<file path="config.mk">
export PLATFORM = sky130hd
export DESIGN_NAME = mem_stage_ctrl
export DESIGN_NICKNAME = d
export VERILOG_FILES = /design/src/rtl/mem_stage_ctrl_pkg.sv /design/src/rtl/mem_stage_ctrl.sv
export SDC_FILE = /design/constraint.sdc
export NUM_CORES = 1
export LEC_CHECK = 0
export CAP_MARGIN = 20
export CORE_MARGIN = 5
export CORE_UTILIZATION = 49
export CTS_BUF_LIST = sky130_fd_sc_hd__clkbuf_16
export CTS_CLUSTER_DIAMETER = 40
export CTS_CLUSTER_SIZE = 12
export DETAILED_ROUTE_END_ITERATION = 10
export PLACE_DENSITY = 0.95
export SLEW_MARGIN = 5
export SYNTH_ARGS = -nofsm -noshare
export SYNTH_HDL_FRONTEND = slang
export SYNTH_SLANG_ARGS = --single-unit
</file>
<file path="constraint.sdc">
create_clock -name clk -period 3.9 [get_ports clk]
set_clock_uncertainty 0.05 [all_clocks]
set_input_delay 0.975 -clock clk [delete_from_list [all_inputs] [get_ports clk]]
set_output_delay 0.975 -clock clk [all_outputs]
set_load 0.01 [all_outputs]
</file>
<file path="src/rtl/mem_stage_ctrl_pkg.sv">
// Shared types and constants for the MEM-stage data memory sequencer.
package mem_stage_ctrl_pkg;

    // Access sequencing states
    typedef enum logic [2:0] {
        ST_IDLE  = 3'd0,
        ST_REQ   = 3'd1,
        ST_RESP  = 3'd2,
        ST_DONE  = 3'd3,
        ST_FAULT = 3'd4
    } mem_state_t;

    // ResultSrc encodings of the RV32I datapath
    localparam logic [1:0] RESULT_ALU = 2'b00;
    localparam logic [1:0] RESULT_MEM = 2'b01;
    localparam logic [1:0] RESULT_PC4 = 2'b10;

    localparam int unsigned DEFAULT_MEM_TIMEOUT = 255;
    localparam int unsigned TMO_CNT_W           = 16;
    localparam int unsigned XLEN                = 32;

endpackage : mem_stage_ctrl_pkg

</file>
<file path="src/rtl/mem_stage_ctrl.sv">
// MEM-stage controller: one bus transaction per load/store, pipeline freeze
// while it is in flight, sticky fault on misalignment, bus error or timeout.
module mem_stage_ctrl
#(
    parameter int unsigned TIMEOUT_CYCLES = mem_stage_ctrl_pkg::DEFAULT_MEM_TIMEOUT,
    parameter logic [1:0]  RESULT_MEM     = mem_stage_ctrl_pkg::RESULT_MEM
)
(
    input  logic        clk,
    input  logic        rst_n,
    input  logic        MemWrite_m,
    input  logic [1:0]  ResultSrc_m,
    input  logic [31:0] ALUResult_m,
    input  logic [31:0] WriteData_m,
    input  logic [31:0] pc_m,
    input  logic        ext_stall,
    output logic        req_valid,
    input  logic        req_ready,
    output logic        req_we,
    output logic [31:0] req_addr,
    output logic [31:0] req_wdata,
    input  logic        resp_valid,
    input  logic [31:0] resp_rdata,
    input  logic        resp_err,
    output logic        stall_m,
    output logic        flush_w,
    output logic [31:0] ReadData_m,
    output logic        mem_fault,
    output logic [31:0] fault_pc
);
    import mem_stage_ctrl_pkg::*;

    localparam logic [TMO_CNT_W-1:0] TMO_LIMIT = TMO_CNT_W'(TIMEOUT_CYCLES);

    mem_state_t           r_state;
    logic [TMO_CNT_W-1:0] r_tmo_cnt;
    logic                 r_req_valid;
    logic                 r_req_we;
    logic [XLEN-1:0]      r_req_addr;
    logic [XLEN-1:0]      r_req_wdata;
    logic [XLEN-1:0]      r_read_data;
    logic                 r_mem_fault;
    logic [XLEN-1:0]      r_fault_pc;

    logic                 w_access;
    logic                 w_aligned;
    logic [TMO_CNT_W-1:0] w_cnt_inc;
    logic                 w_timeout;
    logic                 w_stall;

    assign w_access  = MemWrite_m | (ResultSrc_m == RESULT_MEM);
    assign w_aligned = (ALUResult_m[1:0] == 2'b00);
    // Saturating increment so a huge limit can never wrap the counter
    assign w_cnt_inc = (r_tmo_cnt == {TMO_CNT_W{1'b1}}) ? r_tmo_cnt
                                                         : r_tmo_cnt + TMO_CNT_W'(1);
    assign w_timeout = (w_cnt_inc >= TMO_LIMIT);

    // Pipeline freeze / bubble injection decoded from the current state
    always_comb begin
        w_stall = 1'b0;
        case (r_state)
            ST_IDLE:  w_stall = w_access;
            ST_REQ:   w_stall = 1'b1;
            ST_RESP:  w_stall = 1'b1;
            ST_DONE:  w_stall = 1'b0;
            ST_FAULT: w_stall = 1'b1;
            default:  w_stall = 1'b1;
        endcase
    end

    // Held low during reset so the core sees no stall/flush while rst_n is low
    assign stall_m = rst_n & w_stall;
    assign flush_w = rst_n & w_stall;

    // Access sequencer with registered bus and fault outputs
    always_ff @(posedge clk or negedge rst_n) begin
        if (!rst_n) begin
            r_state     <= ST_IDLE;
            r_tmo_cnt   <= '0;
            r_req_valid <= 1'b0;
            r_req_we    <= 1'b0;
            r_req_addr  <= '0;
            r_req_wdata <= '0;
            r_read_data <= '0;
            r_mem_fault <= 1'b0;
            r_fault_pc  <= '0;
        end else begin
            case (r_state)
                ST_IDLE: begin
                    if (w_access) begin
                        if (w_aligned) begin
                            r_state     <= ST_REQ;
                            r_tmo_cnt   <= '0;
                            r_req_valid <= 1'b1;
                            r_req_we    <= MemWrite_m;
                            r_req_addr  <= {ALUResult_m[31:2], 2'b00};
                            if (MemWrite_m) begin
                                r_req_wdata <= WriteData_m;
                            end
                        end else begin
                            r_state     <= ST_FAULT;
                            r_mem_fault <= 1'b1;
                            r_fault_pc  <= pc_m;
                        end
                    end
                end
                ST_REQ: begin
                    r_tmo_cnt <= w_cnt_inc;
                    if (req_ready) begin
                        r_req_valid <= 1'b0;
                        r_state     <= r_req_we ? ST_DONE : ST_RESP;
                    end else if (w_timeout) begin
                        r_req_valid <= 1'b0;
                        r_state     <= ST_FAULT;
                        r_mem_fault <= 1'b1;
                        r_fault_pc  <= pc_m;
                    end
                end
                ST_RESP: begin
                    r_tmo_cnt <= w_cnt_inc;
                    if (resp_valid) begin
                        if (resp_err) begin
                            r_state     <= ST_FAULT;
                            r_mem_fault <= 1'b1;
                            r_fault_pc  <= pc_m;
                        end else begin
                            r_read_data <= resp_rdata;
                            r_state     <= ST_DONE;
                        end
                    end else if (w_timeout) begin
                        r_state     <= ST_FAULT;
                        r_mem_fault <= 1'b1;
                        r_fault_pc  <= pc_m;
                    end
                end
                ST_DONE: begin
                    // A downstream stall keeps the M register (and us) in place
                    if (!ext_stall) begin
                        r_state <= ST_IDLE;
                    end
                end
                ST_FAULT: begin
                    r_req_valid <= 1'b0;
                end
                default: begin
                    r_state     <= ST_IDLE;
                    r_req_valid <= 1'b0;
                end
            endcase
        end
    end

    assign req_valid  = r_req_valid;
    assign req_we     = r_req_we;
    assign req_addr   = r_req_addr;
    assign req_wdata  = r_req_wdata;
    assign ReadData_m = r_read_data;
    assign mem_fault  = r_mem_fault;
    assign fault_pc   = r_fault_pc;

endmodule : mem_stage_ctrl

</file>
==> results.txt <==
Outcome: finished, final reports clean
Clock slew at the register clock pins of the worst setup and hold paths: 0.06 ns
Nets: 1130
H-tree depth: 4
Leak pwr: 4.59 nW
Critical path class: in2out
DR top layer: met4
Fin crit share: 0.971
Internal power: 4.17 mW
Critical Path End Type: primary output
Arr. time, crit path: 2.76 ns
Cell Area, Placed: 10200 um2
Ys async rst share: 1.00
Dpl ws: 0.192 ns
F_max: 0.264 GHz
Commonest register cell after synthesis: dfrtp_1
CP delay by family, top: buffers and inverters
Met2 wire len: 11.8 mm
Maximum vdd ir drop: 0.000350 V
Layout cell share with drive strength beyond 1: 0.119
Worst Tran Pin Value: 0.899 ns
Syn. warnings: 0
Drt pass-1 iters: 6
Port buffer count: 267
Synth area leader: dfrtp_1
Max-slew violation count: 0
Post-synthesis cell area: 7440 um2
Die X: 133 um
Placement row count: 45
Post-CTS Repair Setup Buffers: 0
GRT Overall Usage: 0.262
DR WL met3: 1.68 mm
CTS sink count: 148
Initial antenna violation count: 0
Power Total: 6.09 mW
Delay of the slowest critical-path stage: 0.54 ns
Vias per cell: 5.81
Area Overhead vs Synth: 45.1%
Switch share: 0.315
Synth area leaders: dfrtp_1 50%, mux2_2 9.4%, nand2_1 7.4%
Pwr Density: 564 nW/um2
Finished Layout Cells: 1193
Core ar.: 15000 um2
Initial Util: 0.495
CTS root buf: clkbuf_16
Placed Cells: 1160
Clock Latency Late Sink: 0.42 ns
Combinational share of power: 0.360
Clock network fraction of total power: 0.259
Finish-stage setup viols: 0
Post-synth EDFFs: 0
Fin Hold WS: 0.345 ns
Largest net degree at the start of global routing: 84
Synth Register Bits: 148
Post-route cell area: 10800 um2
Power share of the sequential group: 0.381
DP HPWL: 16.2 mm
Vias in the first global route: 6949
Setup crit start kind: input port
Slew Limit Headroom: 0.401
Gr ovfl total: 0
Final worst slack: 0.112 ns
Antenna viol nets, final: 0
Final Routed Wirelength: 23.4 mm
Via count: 6928
CTS buffer count: 17
Die area: 17800 um2
Final Util: 0.718
Share of the synthesized area in the top cell type: 0.498
Hold crit path type: in2async
Die height: 133 um
Crit path top cell by count: clkdlybuf4s50_1
Met1 wire length: 8.94 mm
Residual DRC count: 0
Critical-path maximum fanout: 3
Final hold viol count: 0
RSZ-0062 raised after global routing: false
Clock buffer depth: 2
Final GP Congestion: 0.867
Max cap viols: 0
Critical Path Slowest Stage Cell: clkdlybuf4s50_1
Seq/Total Area, Yosys: 0.498
Minimum clock period: 3.79 ns
Resized cells post-CTS: 0
Critical path cell sequence: clkdlybuf4s50_1, nor2b_1, nor2_1, a21oi_1, o21a_1, clkdlybuf4s50_1
I/O pins: 270
Buf/Inv on CP: 2
CP Data Required Time: 2.87 ns
Post-DR wirelength/cell: 19.6 um
First DRT Iteration DRCs: 657
Hold Buf Count CTS: 0
Mean Syn Cell Area: 9.87 um2
Synthesized instance count: 754
Synth unique cells: 58
First-pass GRT wire length: 37.2 mm
Setup TNS: 0 ns
Sw Pwr: 1.92 mW
CTS tree: done
cells by family after synthesis:
kind of cell	count (synthesis)	share of synthesized area
multiplexers	65	0.0984
AO/OA/AOI/OAI	126	0.119
adder cells (fa/ha/maj)	1	0.00168
flip-flops	148	0.498
XOR/XNOR	3	0.00353
other	1	0.000504
AND/OR/NAND/NOR	339	0.237
buffers and inverters	71	0.0425
worst register-to-register path, delay by kind of cell (launching register included):
kind                     cells  cell delay [ns]
AND/OR/NAND/NOR              3             1.04
AO/OA/AOI/OAI                3             0.73
flip-flops                   1             0.46
buffers and inverters        1             0.27
adder cells (fa/ha/maj)      1             0.26
cell type report:
type,count,area (um2)
antenna,1,2.50
clock buffer,17,425
clock inverter,14,139
fill,1013,4240
inverter,6,22.5
multi-input combinational,536,3430
sequential,148,3700
tap,188,235
timing repair buffer,283,2840
worst paths after layout:
check | start | cells after the start | slack, ns | to
max | ResultSrc_m[0] | 6 | 0.11 | stall_m
min | rst_n | 1 | 0.34 | fault_pc[0]
max reg2reg | r_tmo_cnt[0] | 8 | 0.95 | r_state[0]
min reg2reg | ReadData_m[27] | 2 | 0.42 | ReadData_m[27]
max in group asynchronous | rst_n | 3 | 2.57 | r_tmo_cnt[10]
min in group clk | ReadData_m[27] | 2 | 0.42 | ReadData_m[27]
flip-flops by register name, summed over array words and instances, names as in the netlist:
register,flops
ReadData_m,32
fault_pc,32
req_wdata,32
req_addr,30
r_tmo_cnt,16
r_state,3
mem_fault,1
req_valid,1
req_we,1
synthesized netlist by cell type, types with 6 or more instances:
library cell / instances
buf_1: 7
nand4_1: 8
and3_1: 36
inv_1: 6
buf_2: 7
a221oi_1: 32
nand3_1: 39
a31oi_1: 6
o21ai_0: 46
a21oi_1: 11
nand2_1: 146
and2_1: 37
or4_1: 32
clkbuf_1: 41
dfrtp_1: 148
nand2b_1: 6
mux2_2: 62
nor2_1: 12
power groups by stage:
stage / Sequential [mW] / Clock (mW) / Combinational (mW)
after floorplan: 2.45 / 0 / 0.815
after global placement: 2.30 / 0 / 2.13
after detailed placement: 2.32 / 0 / 2.20
after CTS: 2.31 / 1.59 / 2.21
after global routing: 2.38 / 1.66 / 2.36
final: 2.32 / 1.58 / 2.19
routing by layer:
metal | vias to the layer above | track usage
met5 | - | 0
met4 | 0 | 0.114
met3 | 80 | 0.0597
met2 | 340 | 0.454
met1 | 3322 | 0.314
li1 | 3186 | -
cells in the final DEF (no fill, tap or decap), types with 4 or more instances in the layout:
master           instances
inv_1                    7
nand4_1                  8
o22a_1                   4
buf_4                   13
a21oi_1                 11
o21ai_0                 46
and3_1                  36
and2_1                  37
dfrtp_1                148
a221oi_1                32
nand2b_1                 6
mux2_2                  62
and4_1                   4
nand3_1                 39
nor2_1                  12
clkbuf_16               17
or4_1                   32
clkdlybuf4s50_1        266
a31oi_1                  6
nand2_1                146
Power figures use the tool's default switching activity.
